$ cat src/rtl/ridecore_inst_pkg.sv
// Shared constants for the random RV32 instruction generator.
// INST_GEN_MUL_EN widens the R-ALU op table to include the M-extension multiplies.
package ridecore_inst_pkg;

  localparam logic [6:0] OP_R     = 7'b0110011;
  localparam logic [6:0] OP_I     = 7'b0010011;
  localparam logic [6:0] OP_LOAD  = 7'b0000011;
  localparam logic [6:0] OP_STORE = 7'b0100011;
  localparam logic [6:0] OP_NOP   = 7'b1111111;

  localparam logic [2:0] F3_ADD_SUB = 3'b000;
  localparam logic [2:0] F3_SLL     = 3'b001;
  localparam logic [2:0] F3_SLT     = 3'b010;
  localparam logic [2:0] F3_SLTU    = 3'b011;
  localparam logic [2:0] F3_XOR     = 3'b100;
  localparam logic [2:0] F3_SRL_SRA = 3'b101;
  localparam logic [2:0] F3_OR      = 3'b110;
  localparam logic [2:0] F3_AND     = 3'b111;
  localparam logic [2:0] F3_MUL     = 3'b000;
  localparam logic [2:0] F3_MULH   = 3'b001;
  localparam logic [2:0] F3_MULHSU = 3'b010;
  localparam logic [2:0] F3_MULHU  = 3'b011;
  localparam logic [2:0] F3_WORD   = 3'b010;

  localparam logic [6:0] F7_BASE   = 7'b0000000;
  localparam logic [6:0] F7_ALT    = 7'b0100000;
  localparam logic [6:0] F7_MULDIV = 7'b0000001;

  typedef logic [1:0] state_t;
  localparam state_t ST_IDLE = 2'd0;
  localparam state_t ST_LOAD = 2'd1;
  localparam state_t ST_RUN  = 2'd2;
  localparam state_t ST_DONE = 2'd3;

  localparam logic [31:0] LFSR_TAPS = 32'h8020_0003;
  localparam logic [31:0] LFSR_INIT = 32'h0000_0001;
  localparam logic [31:0] NOP_WORD  = 32'h0000_007F;

`ifdef INST_GEN_MUL_EN
  localparam logic [3:0] N_R = 4'd14;
`else
  localparam logic [3:0] N_R = 4'd10;
`endif
  localparam logic [3:0] N_I = 4'd9;

  // Galois form, shifting right: feedback bit is the one shifted out.
  function automatic logic [31:0] lfsr_step(input logic [31:0] cur);
    return (cur >> 1) ^ (cur[0] ? LFSR_TAPS : 32'h0);
  endfunction

endpackage

$ cat src/rtl/inst_encode.sv
// Combinational map from LFSR state to one allowed RV32 instruction word.
// Multiply ops appear only when INST_GEN_MUL_EN is defined.
module inst_encode
  import ridecore_inst_pkg::*;
(
  input  logic [31:0] i_lfsr,
  output logic [31:0] o_instr
);

  logic [4:0]  w_rd, w_rs1, w_rs2;
  logic [3:0]  w_r_idx, w_i_idx;
  logic [2:0]  w_r_f3, w_i_f3;
  logic [6:0]  w_r_f7;
  logic [11:0] w_i_imm, w_mem_imm;

  // Register numbers keep bit 4 clear so only x0..x15 are used.
  assign w_rd      = {1'b0, i_lfsr[10:7]};
  assign w_rs1     = {1'b0, i_lfsr[14:11]};
  assign w_rs2     = {1'b0, i_lfsr[18:15]};
  assign w_mem_imm = {2'b00, i_lfsr[28:19]};
  assign w_r_idx   = (i_lfsr[6:3] >= N_R) ? i_lfsr[6:3] - N_R : i_lfsr[6:3];
  assign w_i_idx   = (i_lfsr[6:3] >= N_I) ? i_lfsr[6:3] - N_I : i_lfsr[6:3];

  always_comb begin
    w_r_f3 = F3_ADD_SUB;
    w_r_f7 = F7_BASE;
    case (w_r_idx)
      4'd0:  w_r_f3 = F3_ADD_SUB;
      4'd1:  begin w_r_f3 = F3_ADD_SUB; w_r_f7 = F7_ALT; end
      4'd2:  w_r_f3 = F3_SLL;
      4'd3:  w_r_f3 = F3_SLT;
      4'd4:  w_r_f3 = F3_SLTU;
      4'd5:  w_r_f3 = F3_XOR;
      4'd6:  w_r_f3 = F3_SRL_SRA;
      4'd7:  begin w_r_f3 = F3_SRL_SRA; w_r_f7 = F7_ALT; end
      4'd8:  w_r_f3 = F3_OR;
      4'd9:  w_r_f3 = F3_AND;
`ifdef INST_GEN_MUL_EN
      4'd10: begin w_r_f3 = F3_MUL;    w_r_f7 = F7_MULDIV; end
      4'd11: begin w_r_f3 = F3_MULH;   w_r_f7 = F7_MULDIV; end
      4'd12: begin w_r_f3 = F3_MULHSU; w_r_f7 = F7_MULDIV; end
      4'd13: begin w_r_f3 = F3_MULHU;  w_r_f7 = F7_MULDIV; end
`endif
      default: begin w_r_f3 = F3_ADD_SUB; w_r_f7 = F7_BASE; end
    endcase
  end

  always_comb begin
    w_i_f3  = F3_ADD_SUB;
    w_i_imm = i_lfsr[30:19];
    case (w_i_idx)
      4'd0: w_i_f3 = F3_ADD_SUB;
      4'd1: w_i_f3 = F3_SLT;
      4'd2: w_i_f3 = F3_SLTU;
      4'd3: w_i_f3 = F3_XOR;
      4'd4: w_i_f3 = F3_OR;
      4'd5: w_i_f3 = F3_AND;
      4'd6: begin w_i_f3 = F3_SLL;     w_i_imm = {F7_BASE, i_lfsr[23:19]}; end
      4'd7: begin w_i_f3 = F3_SRL_SRA; w_i_imm = {F7_BASE, i_lfsr[23:19]}; end
      4'd8: begin w_i_f3 = F3_SRL_SRA; w_i_imm = {F7_ALT, i_lfsr[23:19]}; end
      default: w_i_f3 = F3_ADD_SUB;
    endcase
  end

  always_comb begin
    o_instr = NOP_WORD;
    case (i_lfsr[1:0])
      2'd0: o_instr = {w_r_f7, w_rs2, w_rs1, w_r_f3, w_rd, OP_R};
      2'd1: o_instr = {w_i_imm, w_rs1, w_i_f3, w_rd, OP_I};
      2'd2: begin
        if (i_lfsr[2]) begin
          o_instr = {w_mem_imm[11:5], w_rs2, 5'd0, F3_WORD, w_mem_imm[4:0], OP_STORE};
        end else begin
          o_instr = {w_mem_imm, 5'd0, F3_WORD, w_rd, OP_LOAD};
        end
      end
      default: o_instr = NOP_WORD;
    endcase
  end

endmodule

$ cat src/rtl/inst_gen.sv
// Random instruction source: run FSM, 32-bit LFSR and handshake counter.
// Build with INST_GEN_MUL_EN to let the encoder emit MUL/MULH/MULHSU/MULHU.
module inst_gen
  import ridecore_inst_pkg::*;
#(
  parameter int unsigned NUM_W = 16
) (
  input  logic             clk,
  input  logic             reset_n,
  input  logic             start,
  input  logic [31:0]      seed,
  input  logic [NUM_W-1:0] num_insts,
  input  logic             inst_ready,
  output logic             inst_valid,
  output logic [31:0]      instruction,
  output logic [NUM_W-1:0] issued_count,
  output logic             done
);

  state_t           r_state, w_state_d;
  logic [31:0]      r_lfsr, w_lfsr_d;
  logic [31:0]      r_seed, w_seed_d;
  logic [NUM_W-1:0] r_num, w_num_d;
  logic [NUM_W-1:0] r_count, w_count_d, w_count_inc;
  logic [31:0]      w_encoded;

  assign w_count_inc = r_count + {{(NUM_W-1){1'b0}}, 1'b1};

  always_comb begin
    w_state_d = r_state;
    w_lfsr_d  = r_lfsr;
    w_seed_d  = r_seed;
    w_num_d   = r_num;
    w_count_d = r_count;
    case (r_state)
      ST_IDLE, ST_DONE: begin
        if (start) begin
          w_seed_d  = seed;
          w_num_d   = num_insts;
          w_state_d = ST_LOAD;
        end
      end
      ST_LOAD: begin
        w_lfsr_d  = (r_seed == 32'h0) ? LFSR_INIT : r_seed;
        w_count_d = '0;
        w_state_d = (r_num == '0) ? ST_DONE : ST_RUN;
      end
      ST_RUN: begin
        // Count guard keeps issued_count pinned at num_insts.
        if (inst_ready && (r_count != r_num)) begin
          w_lfsr_d  = lfsr_step(r_lfsr);
          w_count_d = w_count_inc;
          if (w_count_inc == r_num) w_state_d = ST_DONE;
        end
      end
      default: w_state_d = ST_IDLE;
    endcase
  end

  always_ff @(posedge clk or negedge reset_n) begin
    if (!reset_n) begin
      r_state <= ST_IDLE;
      r_lfsr  <= LFSR_INIT;
      r_seed  <= 32'h0;
      r_num   <= '0;
      r_count <= '0;
    end else begin
      r_state <= w_state_d;
      r_lfsr  <= w_lfsr_d;
      r_seed  <= w_seed_d;
      r_num   <= w_num_d;
      r_count <= w_count_d;
    end
  end

  inst_encode u_encode (
    .i_lfsr  (r_lfsr),
    .o_instr (w_encoded)
  );

  assign inst_valid   = (r_state == ST_RUN);
  assign instruction  = inst_valid ? w_encoded : 32'h0;
  assign issued_count = r_count;
  assign done         = (r_state == ST_DONE);

endmodule

$ cat config.mk
export PLATFORM = sky130hd
export DESIGN_NAME = inst_gen
export DESIGN_NICKNAME = d
export VERILOG_FILES = /design/src/rtl/ridecore_inst_pkg.sv /design/src/rtl/inst_encode.sv /design/src/rtl/inst_gen.sv
export SDC_FILE = /design/constraint.sdc
export NUM_CORES = 1
export LEC_CHECK = 0
export ABC_AREA = 1
export CAP_MARGIN = 20
export CORE_UTILIZATION = 40
export DETAILED_ROUTE_END_ITERATION = 6
export PLACE_DENSITY_LB_ADDON = 0.1
export SYNTH_ARGS = -nofsm -noshare
export SYNTH_HDL_FRONTEND = slang
export SYNTH_SLANG_ARGS = --single-unit
$ cat constraint.sdc
create_clock -name clk -period 2.06 [get_ports clk]
set_input_delay 0.412 -clock clk [delete_from_list [all_inputs] [get_ports clk]]
set_output_delay 0.412 -clock clk [all_outputs]
set_load 0.05 [all_outputs]
==> metrics <==
CP peak stage delay 0.39 ns; Peak VDD IR 0.000788 V; Crit path max-delay family buffers and inverters; syn nets 850; Area contributors post-synth dfrtp_1, nand2_1, nor2_1; Port Buffer Count 100; worst slack at placement -0.521 ns; Setup CP Type flop to output pin; DR vias/cell 5.08; GP Congestion 0.890; layout cells sized above 1 28.9%; Final Max Slew Viols 0; Clock Power Share 11.0%; Synth-to-Final Area Change 49.7%; Routed WL per cell 15.1 µm; Core Box Area 14100 µm²; status finished, violations left; final critical-path required period 2.94 ns; area leader, netlist dfrtp_1; count of final setup violators 29; NetSw 7.08 mW; Pleak 3.94 nW; largest fanout on the critical path 4; clk_lat worst skew 0.35 ns; Syn Inst Count 785; Mapped Area 5870 µm²; Internal 7.73 mW; RR Endpoint r_state[0]; row count 43; worst hold path type primary input to asynchronous set/reset pin; CTS tree built; Synth top area share 41.4%; CTS H-tree depth 3; Clock Skews 0.0103 ns; # Max-Cap Violations 0; violated checks negative setup slack; post-synthesis register bit count 98; setup total negative slack -12.37 ns; Remaining DRCs 0; Crit path arrival time 2.53 ns; CP Buf/Inv Count 5; Max Clk Rate 340 MHz; post-synthesis mux area share 1.92%; R2R cell count 14; most frequent CP cell inv_2; Clock transition at path regs 0.07 ns; hold_ws 0.442 ns; Chip Height 123 µm; Ant. Diodes 0; Avg Inst Size Synth 7.48 µm²; Final Hold Fails 0; crit-path cells inv_2 -> ha_4 -> inv_4 -> nand3_4 -> nand2_8 -> o21ai_4 -> inv_2 -> nor2_4 -> nand3_2 -> buf_4 -> a21oi_2 -> nand2_2 -> a21oi_4 -> buf_8; Gate power share 66.0%; Worst slew margin 65.9%; total clock sinks 98; Simple-Gate Fraction of Synth Area 24.7%; CTS Root Cell clkbuf_16; most frequent cells in the layout nand2_1, inv_1, dfrtp_1, nor2_1, buf_4; Post-Synth XOR/XNOR Area 4.03%; Req. time, crit path 1.65 ns; Crit. End Element output pin; R2R Path Start issued_count[0]; Post-DP HPWL 11.7 mm; PwrDens 1690 nW/µm²; antenna-violating nets left 0; Starting Density 41.6%; gr ovfl total 0; combinational family with the most area after synthesis simple AND/OR/NAND/NOR gates; Yosys cell types 39; Total Routing Usage GR 22.8%; Nets 1004; unrepaired setup endpoints after global routing yes; router iterations before antenna repair 5; Die Width 123 µm; Seq/Total Area, Yosys 41.8%; commonest non-fill, non-tap cell in the layout nand2_1; initial DRC count 455; first-pass GRT wire length 26.6 mm; Via Count 5706; part of the power in registers 23.0%; Compound-Gate Fraction of Synth Area 14.3%; largest net degree at the start of global routing 63; total CTS buffers 9; initial antenna violation count 0; worst-case clock buffer depth 2; full die area 15200 µm²; worst slew pin tran 0.510 ns; Pwr Total 14.8 mW; IO Count 102; Post-Synth Adder-Cell Area 2.77%; switching share of power 47.8%; slowest CP cell dfrtp_1; Post-Route Utilization 62.3%; critical path launch point type flop; fin crit share 143%; setup ws final -0.878 ns; Post-Route WL 16.9 mm; synth warn 0; FF-to-FF setup slack 0.13 ns; vias in the first global route 5267
-- area by class of cell --
| type | count | area (µm²) |
|---|---|---|
| inverter | 110 | 437 |
| clock inverter | 6 | 47.5 |
| clock buffer | 10 | 239 |
| tap | 180 | 225 |
| multi-input combinational | 541 | 3460 |
| fill | 1232 | 5310 |
| timing repair buffer | 179 | 1910 |
| sequential | 98 | 2460 |
-- power groups by stage --
stage                     registers [mW]  logic [mW]  clock network, mW
after global routing                3.50        10.6               1.76
after detailed placement            3.37        7.95                  0
final                               3.40        9.78               1.63
after CTS                           3.36        8.93               1.68
after global placement              3.36        7.75                  0
after floorplan                     3.29        5.43                  0
-- cells in the mapped netlist --
master	count
o211ai_1	5
a31oi_4	3
nand2_2	1
nor3_1	12
o21bai_1	1
nor2_2	4
a22oi_1	5
nand2_1	170
clkbuf_1	18
dfrtp_1	97
buf_1	2
nand3b_1	2
o21ai_1	7
inv_2	3
nand3_4	1
buf_6	5
nand3_2	2
nor2_1	112
nor2_4	2
buf_2	4
clkbuf_2	2
o32ai_1	1
nor4_1	4
mux2_2	10
o21ai_0	42
a31oi_1	13
a22o_1	1
conb_1	1
a21oi_1	50
nand4_1	11
dfstp_2	1
nand3_1	26
o22ai_1	13
xnor2_1	4
ha_1	13
o21ai_2	2
buf_4	5
inv_1	107
xor2_1	23
-- per-stage QoR --
stage | area [µm²] | std cells
after floorplan | 6200 | 785
after global placement | 7690 | 1080
after detailed placement | 7690 | 1080
after CTS | 8440 | 1110
after global routing | 8790 | 1124
final | 8790 | 1124
-- logic make-up (layout without fill, tap and decap cells) --
kind of cell | Yosys count | count (layout)
multiplexers | 10 | 10
adder cells (fa/ha/maj) | 13 | 13
flip-flops | 98 | 98
other | 1 | 1
buffers and inverters | 146 | 305
AND/OR/NAND/NOR | 347 | 347
XOR/XNOR | 27 | 27
AO/OA/AOI/OAI | 143 | 143
-- how the worst max path moves through the flow --
stage | start | to | slack [ns] | cells after the start
floorplan | r_lfsr[3] | instruction[25] | -0.49 | 13
global placement | r_lfsr[3] | instruction[27] | -0.43 | 15
detailed placement | r_lfsr[3] | instruction[29] | -0.52 | 15
CTS | r_lfsr[4] | instruction[25] | -0.75 | 14
global route | r_lfsr[4] | instruction[30] | -0.94 | 14
finish | r_lfsr[4] | instruction[30] | -0.88 | 14
-- state kept, by name (all words and copies together), names as in the netlist --
| register | flops |
|---|---|
| r_seed | 32 |
| r_lfsr | 32 |
| issued_count | 16 |
| r_state | 2 |
| r_num | 16 |
-- what timing repair did --
| item | CTS | global route |
|---|---|---|
| endpoints found under the hold margin | 10 | 0 |
| gates cloned | 1 | 0 |
| hold buffers | 1 | 0 |
| gates resized for setup | 93 | 64 |
| pin swaps | 26 | 26 |
| endpoints found under the setup margin | 29 | 33 |
| buffers inserted | 15 | 18 |
-- layer usage --
metal,up-vias,share of wire [%],wire length [µm],global-route usage [%]
met5,-,0,0,0
met3,31,4.5,754,4.34
met1,2683,47,7960,32.0
li1,2827,-,-,-
met2,165,46,7840,35.8
met4,0,2.2,377,6.55
No activity file was read; power rests on OpenSTA's default activity.
